$ cat src/rtl/uart_mem_loader.sv
// Serial boot loader: unpacks SYNC/LEN/payload/CSUM frames from the UART into
// little-endian 32-bit word stores, holding the CPU off the bus for the whole frame.
module uart_mem_loader #(
  parameter logic [31:0] BASE_ADDR = 32'h0000_0000,
  parameter int          MAX_WORDS = 1024,
  parameter logic [7:0]  SYNC_BYTE = 8'hA5
) (
  input  logic        clk,
  input  logic        rst,
  input  logic        rx_valid,
  input  logic [7:0]  rx_data,
  output logic        rx_ready,
  input  logic        mem_ack,
  output logic        store_enable,
  output logic        is_sw,
  output logic [31:0] address,
  output logic [31:0] data_out,
  output logic        cpu_hold,
  output logic        done,
  output logic        error
);

  typedef enum logic [2:0] {
    S_IDLE, S_LEN0, S_LEN1, S_DATA, S_WRITE, S_CSUM, S_DONE, S_ERR
  } state_t;

  localparam logic [16:0] MAX_LEN = 17'(MAX_WORDS);

  state_t      state_q, state_d;
  logic [15:0] len_q, len_d;
  logic [10:0] word_idx_q, word_idx_d;
  logic [1:0]  byte_cnt_q, byte_cnt_d;
  logic [31:0] asm_q, asm_d;
  logic [7:0]  csum_q, csum_d;
  logic        store_en_q, store_en_d;
  logic [31:0] addr_q, addr_d;
  logic [31:0] data_q, data_d;
  logic        hold_q, hold_d;
  logic        done_q, done_d;
  logic        err_q, err_d;

  logic        accept;
  logic [15:0] len_full;
  logic [10:0] next_word;
  logic [31:0] asm_shift;

  assign rx_ready = (state_q == S_IDLE) || (state_q == S_LEN0) || (state_q == S_LEN1) ||
                    (state_q == S_DATA) || (state_q == S_CSUM);
  assign accept    = rx_valid && rx_ready;
  assign len_full  = {rx_data, len_q[7:0]};
  assign next_word = word_idx_q + 11'd1;
  // First byte of a word ends up in bits [7:0] after four right-shifts.
  assign asm_shift = {rx_data, asm_q[31:8]};

  always_comb begin
    state_d    = state_q;
    len_d      = len_q;
    word_idx_d = word_idx_q;
    byte_cnt_d = byte_cnt_q;
    asm_d      = asm_q;
    csum_d     = csum_q;
    store_en_d = store_en_q;
    addr_d     = addr_q;
    data_d     = data_q;
    hold_d     = hold_q;
    done_d     = 1'b0;
    err_d      = 1'b0;
    case (state_q)
      S_IDLE: if (accept && rx_data == SYNC_BYTE) begin
        state_d    = S_LEN0;
        hold_d     = 1'b1;
        csum_d     = 8'h00;
        word_idx_d = 11'd0;
        asm_d      = 32'h0;
        byte_cnt_d = 2'd0;
      end
      S_LEN0: if (accept) begin
        len_d[7:0] = rx_data;
        state_d    = S_LEN1;
      end
      S_LEN1: if (accept) begin
        len_d = len_full;
        if ({1'b0, len_full} > MAX_LEN) begin
          state_d = S_ERR;
          err_d   = 1'b1;
          hold_d  = 1'b0;
        end else if (len_full == 16'd0) begin
          state_d = S_CSUM;
        end else begin
          state_d = S_DATA;
        end
      end
      S_DATA: if (accept) begin
        asm_d      = asm_shift;
        csum_d     = csum_q ^ rx_data;
        byte_cnt_d = byte_cnt_q + 2'd1;
        if (byte_cnt_q == 2'd3) begin
          state_d    = S_WRITE;
          store_en_d = 1'b1;
          addr_d     = BASE_ADDR + {19'd0, word_idx_q, 2'b00};
          data_d     = asm_shift;
        end
      end
      S_WRITE: if (mem_ack) begin
        store_en_d = 1'b0;
        word_idx_d = next_word;
        state_d    = ({5'd0, next_word} == len_q) ? S_CSUM : S_DATA;
      end
      S_CSUM: if (accept) begin
        hold_d = 1'b0;
        if (rx_data == csum_q) begin
          state_d = S_DONE;
          done_d  = 1'b1;
        end else begin
          state_d = S_ERR;
          err_d   = 1'b1;
        end
      end
      S_DONE:  state_d = S_IDLE;
      S_ERR:   state_d = S_IDLE;
      default: state_d = S_IDLE;
    endcase
  end

  always_ff @(posedge clk) begin
    if (rst) begin
      state_q    <= S_IDLE;
      len_q      <= 16'd0;
      word_idx_q <= 11'd0;
      byte_cnt_q <= 2'd0;
      asm_q      <= 32'h0;
      csum_q     <= 8'h00;
      store_en_q <= 1'b0;
      addr_q     <= 32'h0;
      data_q     <= 32'h0;
      hold_q     <= 1'b0;
      done_q     <= 1'b0;
      err_q      <= 1'b0;
    end else begin
      state_q    <= state_d;
      len_q      <= len_d;
      word_idx_q <= word_idx_d;
      byte_cnt_q <= byte_cnt_d;
      asm_q      <= asm_d;
      csum_q     <= csum_d;
      store_en_q <= store_en_d;
      addr_q     <= addr_d;
      data_q     <= data_d;
      hold_q     <= hold_d;
      done_q     <= done_d;
      err_q      <= err_d;
    end
  end

  assign store_enable = store_en_q;
  assign is_sw        = store_en_q;
  assign address      = addr_q;
  assign data_out     = data_q;
  assign cpu_hold     = hold_q;
  assign done         = done_q;
  assign error        = err_q;

endmodule

$ cat config.mk
export PLATFORM = sky130hd
export DESIGN_NAME = uart_mem_loader
export DESIGN_NICKNAME = d
export VERILOG_FILES = /design/src/rtl/uart_mem_loader.sv
export SDC_FILE = /design/constraint.sdc
export NUM_CORES = 1
export LEC_CHECK = 0
export CAP_MARGIN = 30
export CORE_MARGIN = 2
export CORE_UTILIZATION = 57
export CTS_CLUSTER_SIZE = 20
export DETAILED_ROUTE_END_ITERATION = 6
export PLACE_DENSITY = 0.85
export SETUP_SLACK_MARGIN = 0.4
export SYNTH_ARGS = -nofsm -noshare
export SYNTH_HDL_FRONTEND = slang
export SYNTH_SLANG_ARGS = --single-unit
$ cat constraint.sdc
create_clock -name clk -period 4.1 [get_ports clk]
set_input_delay 0.615 -clock clk [delete_from_list [all_inputs] [get_ports clk]]
set_output_delay 0.615 -clock clk [all_outputs]
set_load 0.005 [all_outputs]
**After elaboration in Yosys (flattened, before gate mapping)**

Cells that the tools add are included.

- Register bits after elaboration: 119
- Input bits: 12
- Output and inout port bits: 70
- Word-level logic and storage cells: 102

- Add/subtract/negate cells: 2
- $lt $le $gt $ge: 1
- Equal/unequal tests: 19
- Multiplexer cells: 41
- Bitwise logic cells: 4
- Reductions and logical operators: 22

Operators by type and width:

| cell | count |
|---|---|
| 2-to-1 mux 32 bit | 2 |
| one-hot mux 32 bit (2 select lines) | 1 |
| one-hot mux 8 bit (2 select lines) | 2 |
| 2-to-1 mux 3 bit | 10 |
| 2-to-1 mux 8 bit | 3 |
| 2-to-1 mux 11 bit | 2 |
| one-hot mux 11 bit (2 select lines) | 1 |
| one-hot mux 3 bit (7 select lines) | 1 |
| equality test 11 x 16 -> 1 bit | 1 |
| greater-than comparator 16 x 11 -> 1 bit (second input constant) | 1 |
| logical NOT 16 bit | 1 |
| 2-to-1 mux 1 bit | 13 |
| equality test 3 bit (second input constant) | 4 |
| AND reduction 3 bit | 4 |
| adder 11 x 1 -> 11 bit (second input constant) | 1 |
| != test 2 bit (second input constant) | 5 |
| equality test 8 bit | 1 |
| equality test 8 bit (second input constant) | 1 |
| XOR 8 bit | 1 |
| AND reduction 7 bit | 1 |
| equality test 3 x 2 -> 1 bit (second input constant) | 2 |
| != test 2 x 1 -> 1 bit (second input constant) | 3 |
| nonzero test 2 bit | 3 |
| AND reduction 5 bit | 1 |
| other kinds (16) | 24 |

**Depth between registers and ports, before layout**

Gate-level depths: netlist (run 1).

- Depth in word-level cells: 9
- Gate-level depth with buffers: 9
- Mapped depth without buffers: 7

**Worst setup path after synthesis (run 1)**

No wires, ideal clock.

- Path type: input-to-reg
- From: input rx_data[4]
- To: register state_q[1]
- Setup time: 0.134 ns
- Arrival: 1.950 ns
- Required time: 3.966 ns
- Setup slack: 2.016 ns
- Stages on the path: 7
- Path buffers: 1
- Path through: buf_2 or3_4 or3_1 o21ai_0 o211ai_1 a211oi_1 a211oi_1

- Cells in the longest elaborated chain, start to end: 5
- Elaborated cells on any way between the ends: 10
- Those cells by class: order compare: 1; eq/ne: 2; mux: 4; reduce/logical: 3

Ends and longest elaborated chain:

| element | RTL line | RTL |
|---|---|---|
| from (decl) | 11 | `input logic [7:0] rx_data,` |
| parallel branches: the longest is 5 deep, another holds greater-than comparator 16 x 11 -> 1 bit | - |  |
| to (signal assigned) | 140 | `state_q <= state_d;` |
| to (decl) | 29 | `state_t state_q, state_d;` |

Several ways; the timed one is not identified. The select of a mux whose other input is x is not followed.
A chain may end at the register's enable or synchronous reset.

**Worst setup path in the final report (run 1)**

- From: input rx_data[4]
- To: register word_idx_q[0]

- Cells in the longest elaborated chain, start to end: 4

Ends and longest elaborated chain:

| element | RTL line | RTL |
|---|---|---|
| equality test 8 bit | 69 | `S_IDLE: if (accept && rx_data == SYNC_BYTE) begin` |
| logical AND 1 bit | 69 |  |
| != test 2 x 1 -> 1 bit (no line) | - |  |
| AND reduction 3 bit (no line) | - |  |
| to (signal assigned) | 142 | `word_idx_q <= word_idx_d;` |
| to (decl) | 31 | `logic [10:0] word_idx_q, word_idx_d;` |

Every way passes these cells.

==> out/metrics.cfg, run 1 <==
[status]
status=finished, final reports clean

[clocking]
htreeDepth=3
worstSkewPairLatency_ps=380
clk_pin_slew_worst_paths_ps=110
cts_made_buffers=9
cts_tree=done
post-cts-setup-buffer-count=0
cts_resized=0
hold_buffers=0
clockBufferDepth=2
clock_sinks=111
root_buffer=clkbuf_8

[yosys]
synth_top_area_share_pct=45.1
synth_edf_count=0
async_reset_ff_share_pct=0
synth_cells=613
avgSynthCellArea_sq_um=8.04
yosysTopAreaCell=dfxtp_1
synth-seq-cells=111
synth-main-ff-cell=dfxtp_1
seq_area_frac_synth_pct=45.1
yosys_warnings=0
synth_area_sq_mm=0.00493
synthTopCellsByArea=dfxtp_1, nand2_1, a21oi_1
synth_cell_types=49

[grt]
grt_overflow=0
grt_pass1_wl_um=18900
track_usage_pct=24.0
grt_pass1_vias=4004
grt_max_degree=111
antenna_found_initial=0

[setup_path]
path_cells=clkdlybuf4s50_1 -> or3_4 -> nor3_4 -> nand2_1 -> a21oi_1 -> mux2_2 -> nor2_1
arrival_ps=3070
path_buf_inv=1
cp_max_fo=12
r2r_slack_ps=1480
r2r_cells=7
crit_slowest_cell=a21oi_1
reg2reg_from=state_q[1]$_SDFFE_PP0P_
worstSetupPathType=input pin to flop
start_kind=input pin
slowest_delay_ps=750
worstPathRequired_ps=4370
path_delay_family=simple AND/OR/NAND/NOR gates
r2r_end=data_out[31]$_SDFFE_PP0P_
worst_setup_path_end_kind=flop

[timing]
fin_skew_ps=12.3
grt_setup_unrepaired=no
setup_violations=0
period_needed_ps=2800
fin_crit_sh_pct=68.4
fmax_ghz=0.357
worst_slew_pin_slew_ps=940
hold_viol_final=0
finalMaxSlewViolations=0
slew_headroom_pct=37.3
tns_ps=0

[power]
p_leak_uw=0.00186
combPwrFrac_pct=5.8
power.internal_uw=1350
p_per_area_mw_per_mm2=325
p_sw_uw=481
swShare_pct=26.3
clkPwrFrac_pct=34.8
p_seq_share_pct=59.4
max-vdd-ir-drop_uv=191

[hold_path]
min_to=data_out[27]$_SDFFE_PP0P_
hold_path_depth=2
hp-start=data_out[27]$_SDFFE_PP0P_
worstHoldPathType=flop to flop

[drt]
drc_errors=0
first_pass_iters=6
drt_iter0_markers=228
routedWlPerCell_um=15.4
wirelength_um=11500
vias=4398
drtAntennaViolNets=0
via_per_inst=5.86

[finish]
layout_commonest_cell=nand2_1
area_growth_pct=14.2
mostFrequentLayoutCells=nand2_1, dfxtp_1, a21oi_1
drive_gt1_share_pct=5.73
antennaDiodeCount=0
stdcell_count=751
fin_nets=655

[place]
gp_congestion=0.930
dp_hpwl_um=7710
place_inst=734
port_buffers=60

[floorplanning]
rows=33
start_util_pct=59.4
ios=82
die-area_sq_mm=0.00941
die_height_um=97
core_sq_mm=0.00830
die_w_um=97

[run]
drv_cap=0

through the flow:
stage / hold slack [ps] / util [%] / area (sq um) / power (uW) / setup WS (ps)
after floorplan: 432 / - / 5000 / 1200 / 2020
after global placement: 444 / 65.2 / 5410 / 1210 / 1030
after detailed placement: 446 / 65.2 / 5410 / 1210 / 959
after CTS: 462 / 67.5 / 5600 / 1830 / 1360
after global routing: 482 / 67.8 / 5630 / 1880 / 1120
final: 459 / 67.8 / 5630 / 1830 / 1300
cell type report:
type / instances / area (sq um)
Sequential cell: 111 / 2220
Fill cell: 651 / 2670
Timing Repair Buffer: 68 / 678
Clock buffer: 9 / 124
Tap cell: 105 / 131
Multi-Input combinational cell: 446 / 2390
Inverter: 5 / 18.8
Clock inverter: 7 / 67.6
sequential cells by signal, indices dropped and copies added, names as in the netlist:
register / count
state_q: 3
is_sw: 1
word_idx_q: 11
done: 1
asm_q: 24
data_out: 32
len_q: 16
cpu_hold: 1
byte_cnt_q: 2
csum_q: 8
address: 11
error: 1
cells by family after synthesis:
family          count (synthesis)  share of synthesized area (%)
compound gates                146                           18.2
xor+xnor                       23                           4.09
fa+ha+maj                       2                          0.508
buf+inv                        76                           8.05
flops                         111                           45.1
mux                            10                           2.08
other cells                     1                         0.0761
simple gates                  244                           22.0
metal layers:
metal  global-route usage [%]  part of all wire (%)  up-vias
met3                     4.19                   7.0       21
met1                     30.8                    42     2078
met5                        0                     0        -
li1                         -                     -     2103
met2                     40.5                    49      196
met4                     8.99                   1.6        0
cells in the mapped netlist, drive strengths merged (3+ instances only):
| library cell | instances |
|---|---|
| nand2 | 125 |
| dfxtp | 111 |
| a21oi | 75 |
| nor2 | 60 |
| buf | 38 |
| clkbuf | 33 |
| a22oi | 24 |
| nor3 | 18 |
| o21ai | 17 |
| xnor2 | 12 |
| xor2 | 11 |
| a311oi | 10 |
| nand3 | 9 |
| mux2i | 8 |
| nor4 | 6 |
| a31oi | 5 |
| inv | 5 |
| nand2b | 5 |
| a211oi | 4 |
| and2 | 4 |
| and3 | 4 |
| or3 | 4 |
| nand4 | 3 |
power groups by stage:
stage / combinational (uW) / clock [uW] / sequential, uW
global placement: 98.9 / 0 / 1110
detailed placement: 101 / 0 / 1110
floorplan: 96.8 / 0 / 1110
CTS: 102 / 638 / 1090
finish: 107 / 637 / 1090
global route: 116 / 680 / 1090
worst register-to-register path, delay by kind of cell, from the launching register on:
family	cells	cell delay [ps]
buffers and inverters	2	640
AO/OA/AOI/OAI	1	130
flip-flops	1	690
AND/OR/NAND/NOR	4	1100
how the worst max path moves through the flow:
stage,start,to,slack (ps),cells past startpoint
after floorplan,rx_data[4],state_q[1]$_SDFFE_PP0P_,2020,7
after CTS,rx_data[3],word_idx_q[0]$_SDFFE_PP0P_,1360,7
after detailed placement,rx_data[3],word_idx_q[0]$_SDFFE_PP0P_,960,7
after global placement,rx_data[3],word_idx_q[0]$_SDFFE_PP0P_,1030,7
final,rx_data[4],word_idx_q[0]$_SDFFE_PP0P_,1300,7
after global routing,rx_data[3],word_idx_q[1]$_SDFFE_PP0P_,1120,7
No activity file was read; power rests on OpenSTA's default activity.
==> inputs of run 2 (changes only) <==
CORE_UTILIZATION = 48   (was 57)
PLACE_DENSITY = 0.76   (was 0.85)
clock period = 2.4 ns   (was 4.1 ns; I/O delays follow)
==> out/metrics.cfg, run 2 (synthesized netlist as in run 1, its figures left out) <==
[floorplanning]
die_height_um=105  ; +8.6%
start_util_pct=50.0  ; -9.4 points
core_sq_mm=0.00986  ; +19%
die_w_um=105  ; +8.6%
die-area_sq_mm=0.0111  ; +18%
rows=36  ; +9.1%
ios=82  ; unchanged

[timing]
fin_crit_sh_pct=79.9
hold_viol_final=0  ; unchanged
fin_skew_ps=11.1  ; -1.13 ps
finalMaxSlewViolations=0  ; unchanged
setup_violations=0  ; unchanged
grt_setup_unrepaired=no
fin_ws_ps=482  ; -814 ps
period_needed_ps=1920
tns_ps=0  ; unchanged
fmax_ghz=0.521

[finish]
drive_gt1_share_pct=10.2  ; +4.5 points
antennaDiodeCount=0  ; unchanged
regArea_sq_mm=0.00223  ; +0.45%
multi_input_area_sq_mm=0.00244  ; +2.2%
mostFrequentLayoutCells=nand2_1, dfxtp_1, a21oi_1
fin_area_sq_mm=0.00590  ; +4.8%
n_fill_cell=851  ; +31%
fin_nets=674  ; +2.9%
final_util_pct=59.8  ; -8.0 points
layout_commonest_cell=nand2_1
largest_reg_flops=32  ; unchanged
area_growth_pct=19.7

[setup_path]
worstPathRequired_ps=2710  ; -1660 ps
path_buf_inv=0  ; -1
crit_slowest_cell=dfxtp_2
slowest_delay_ps=380  ; -370 ps
cp_max_fo=7  ; -5
path_delay_family=simple AND/OR/NAND/NOR gates
r2r_cells=7  ; unchanged
worst_setup_path_end_kind=flop
path_cells=ha_4 -> and3_2 -> and3_1 -> nor4_4 -> a21oi_2 -> nor3_2 -> o31a_1
arrival_ps=2230  ; -840 ps
worstSetupPathDepth=7  ; unchanged
start_kind=flop
worstSetupPathType=flop to flop

[clocking]
cts_tree=done
htreeDepth=3  ; unchanged
root_buffer=clkbuf_8
clockBufferDepth=2  ; unchanged
clk_pin_slew_worst_paths_ps=110  ; about the same
hold_buffers=0  ; unchanged
worstSkewPairLatency_ps=380  ; about the same
cts_made_buffers=9  ; unchanged
clock_sinks=111  ; unchanged

[power]
p_leak_uw=0.00197  ; +5.9%
total_power_uw=3300  ; +80%
p_per_area_mw_per_mm2=559  ; +72%
max-vdd-ir-drop_uv=364  ; +90%

[drt]
first_pass_iters=4  ; -2
drt_iter0_markers=175  ; -23%
dr_wl_met2_um=5870  ; +3.3%
met1Wirelength_um=5390  ; +11%
top_layer=met4
drc_errors=0  ; unchanged
routedWlPerCell_um=14.9  ; -3.1%
met3_length_um=457  ; -43%
wirelength_um=11900  ; +2.9%
drtAntennaViolNets=0  ; unchanged
vias=4306  ; -2.1%
via_per_inst=5.40  ; -7.9%

[grt]
grt_overflow=0  ; unchanged
grt_pass1_vias=4062  ; +1.4%
track_usage_pct=21.5  ; -2.5 points
grt_pass1_wl_um=19600  ; +3.3%
grt_max_degree=33  ; -70%
antenna_found_initial=0  ; unchanged

[status]
status=finished, final reports clean

[run]
drv_cap=0  ; unchanged

[place]
dp_hpwl_um=8290  ; +7.5%
place_ws_ps=135  ; -824 ps
port_buffers=60  ; unchanged
placed_area_sq_mm=0.00560  ; +3.5%
gp_congestion=0.917  ; -1.4%

[hold_path]
worstHoldPathType=input pin to flop
hold_path_depth=2  ; unchanged

## run 2: cell count changes in the layout (fill, tap and decap cells not counted), sizes merged
cell	change
buf	+19
bufinv	+1
clkdlybuf4s50	-1
clkinv	-4
clkinvlp	+3
dlymetal6s2s	+1
## run 2: worst paths after layout
kind | from | to | slack, ps
setup / recovery | word_idx_q[1]$_SDFFE_PP0P_ | state_q[2]$_SDFFE_PP0P_ | 480
hold / removal | rst | asm_q[10]$_SDFFE_PP0P_ | 360
setup reg to reg | word_idx_q[1]$_SDFFE_PP0P_ | state_q[2]$_SDFFE_PP0P_ | 480
hold reg to reg | address[4]$_SDFFE_PP0P_ | address[4]$_SDFFE_PP0P_ | 460
## run 2: cell type report
type / instances / share of cell area, %
multi-input combinational: 446 / 41.3
sequential: 111 / 37.8
timing repair buffer: 87 / 13.8
tap: 133 / 2.82
clock buffer: 9 / 2.10
clock inverter: 7 / 1.70
inverter: 5 / 0.382
## run 2: where the power goes
group / internal, uW / total [uW] / switching, uW
clock: 520 / 1230 / 710
sequential: 1850 / 1860 / 11.8
combinational: 77.3 / 211 / 134
total: 2440 / 3300 / 856
## run 2: routing by layer
metal  vias up  track usage, %
met2        79            37.1
met4         0            5.81
met5         -               0
li1       2139               -
met3        16            4.08
met1      2072            27.4
## run 2: timing repair
action	CTS	global route
setup endpoints to repair	3	22
setup buffers	1	0
gates resized for setup	8	12
## run 2: through the flow
step	hold slack (ps)	instances
after CTS	350	798
after detailed placement	449	781
after global routing	359	798
final	358	798
after global placement	443	781
after floorplan	432	633
==> inputs of run 3 (changes only) <==
CORE_UTILIZATION = 53   (was 48)
PLACE_DENSITY = 0.8   (was 0.76)
clock period = 1.9 ns   (was 2.4 ns; I/O delays follow)
==> out/metrics.cfg, run 3 (synthesized netlist as in run 1, its figures left out) <==
[setup_path]
cp_max_fo=8  ; +1
path_cells=dlygate4sd2_1 -> nand4b_1 -> nor3_4 -> nand2b_4 -> o21ai_4 -> buf_12 -> buf_12 -> buf_16 -> a22oi_2 -> nor2_1
r2r_cells=7  ; unchanged
start_kind=input pin
worst_setup_path_end_kind=flop
reg2reg_from=word_idx_q[1]$_SDFFE_PP0P_
worstSetupPathDepth=10  ; +3
crit_slowest_cell=dlygate4sd2_1
r2r_slack_ps=80  ; -400 ps
path_delay_family=simple AND/OR/NAND/NOR gates
arrival_ps=2090  ; -140 ps
path_buf_inv=4  ; +4
worstSetupPathType=input pin to flop
r2r_end=state_q[1]$_SDFFE_PP0P_
worstPathRequired_ps=2170  ; -540 ps
crit_path_frequent_cell=buf_12
slowest_delay_ps=310  ; -70 ps

[floorplanning]
ios=82  ; unchanged
core_sq_mm=0.00915  ; -7.2%
start_util_pct=53.9  ; +3.9 points
die_height_um=100  ; -4.6%
rows=35  ; -2.8%
die_w_um=100  ; -4.6%
die-area_sq_mm=0.0101  ; -9.1%

[hold_path]
min_to=data_out[28]$_SDFFE_PP0P_
hp-start=rx_data[4]
worstHoldPathType=input pin to flop
hold_path_depth=4  ; +2

[drt]
drtAntennaViolNets=0  ; unchanged
wirelength_um=19400  ; +63%
vias=5377  ; +25%
drt_iter0_markers=568  ; +220%
first_pass_iters=5  ; +1
drc_errors=0  ; unchanged
routedWlPerCell_um=22.9  ; +54%
via_per_inst=6.36  ; +18%

[clocking]
cts_made_buffers=9  ; unchanged
cts_tree=done
root_buffer=clkbuf_8
hold_buffers=0  ; unchanged
clockBufferDepth=2  ; unchanged
clk_pin_slew_worst_paths_ps=110  ; about the same
worstSkewPairLatency_ps=380  ; about the same
htreeDepth=3  ; unchanged
clock_sinks=111  ; unchanged

[finish]
fin_nets=743  ; +10%
final_util_pct=81.7  ; +22 points
area_growth_pct=51.6
antennaDiodeCount=0  ; unchanged
layout_commonest_cell=nand2_1
largest_reg_flops=32  ; unchanged
drive_gt1_share_pct=40.5  ; +30 points
mostFrequentLayoutCells=nand2_1, dfxtp_1, buf_4

[timing]
period_needed_ps=1820
tns_ps=0  ; unchanged
hold_viol_final=0  ; unchanged
finalMaxSlewViolations=0  ; unchanged
setup_violations=0  ; unchanged
slew_headroom_pct=59.2
fmax_ghz=0.549
worst_slew_pin_slew_ps=611
fin_crit_sh_pct=95.8
grt_setup_unrepaired=yes
fin_skew_ps=9.70  ; -1.42 ps
fin_ws_ps=80.0  ; -402 ps

[grt]
grtUsageMet2_pct=48.4  ; +11 points
grt-busiest-layer=met2
met1_usage_pct=33.8  ; +6.4 points
track_usage_pct=28.0  ; +6.5 points
antenna_found_initial=0  ; unchanged
grt_pass1_vias=4610  ; +13%
grt_max_degree=51  ; +55%
grt_overflow=0  ; unchanged
grt_pass1_wl_um=22500  ; +15%
use_met3_pct=4.60  ; +0.51 points

[place]
port_buffers=60  ; unchanged
dp_hpwl_um=8610  ; +3.8%
gp_congestion=0.893  ; -2.6%
place_ws_ps=-254  ; -389 ps

[status]
status=finished, final reports clean

[power]
p_leak_uw=0.00336  ; +71%
p_per_area_mw_per_mm2=593  ; +6.0%
max-vdd-ir-drop_uv=430  ; +18%

[run]
drv_cap=0  ; unchanged

==> run 3: worst max path at each step <==
stage	startpoint	end
2_1_floorplan	rx_data[3]	state_q[1]$_SDFFE_PP0P_
3_3_place_gp	rx_data[3]	state_q[1]$_SDFFE_PP0P_
3_5_place_dp	rx_data[3]	state_q[1]$_SDFFE_PP0P_
4_1_cts	word_idx_q[1]$_SDFFE_PP0P_	state_q[1]$_SDFFE_PP0P_
5_1_grt	word_idx_q[1]$_SDFFE_PP0P_	state_q[1]$_SDFFE_PP0P_
6_report	rx_data[1]	asm_q[21]$_SDFFE_PP0P_
==> run 3: power breakdown <==
part | internal, uW | total (uW) | switching [uW]
logic | 243 | 513 | 270
clock network | 641 | 1570 | 927
registers | 2330 | 2350 | 16.5
==> run 3: per-stage QoR <==
step           hold WS, ps  instance area (sq um)  power [uW]  instances
2_1_floorplan          436                   5230        2630        633
3_3_place_gp           443                   5920        2690        779
3_5_place_dp           449                   5920        2690        779
4_1_cts                375                   6680        4290        822
5_1_grt                361                   7470        4520        845
6_report               348                   7470        4430        845
==> run 3: layout make-up <==
class,count,area (sq um)
Sequential cell,111,2290
Tap cell,111,139
Fill cell,431,1680
Clock inverter,7,91.3
Clock buffer,9,124
Inverter,5,23.8
Multi-Input combinational cell,446,3070
Timing Repair Buffer,156,1740
==> run 3: metal layers <==
metal / routed length, um / part of all wire, % / up-vias
li1: - / - / 2281
met1: 6840 / 35 / 2581
met2: 9750 / 50 / 395
met3: 1530 / 7.9 / 120
met4: 1270 / 6.5 / 0
met5: 0 / 0 / -
==> run 3: what timing repair did <==
action / CTS / global route
gates cloned: 5 / 6
endpoints found under the setup margin: 148 / 111
pin swaps: 22 / 60
gates resized for setup: 135 / 143
setup buffers: 22 / 17
hold endpoints to repair: 0 / 0
==> run 3: worst reg2reg max path, cell delays in order (launching register included) <==
cell and delay, ps:
dfxtp_2 390, ha_4 160, and3_4 250, nand3_4 110
a211o_1 340, o2111ai_4 130, o21ai_1 110, a211oi_1 220
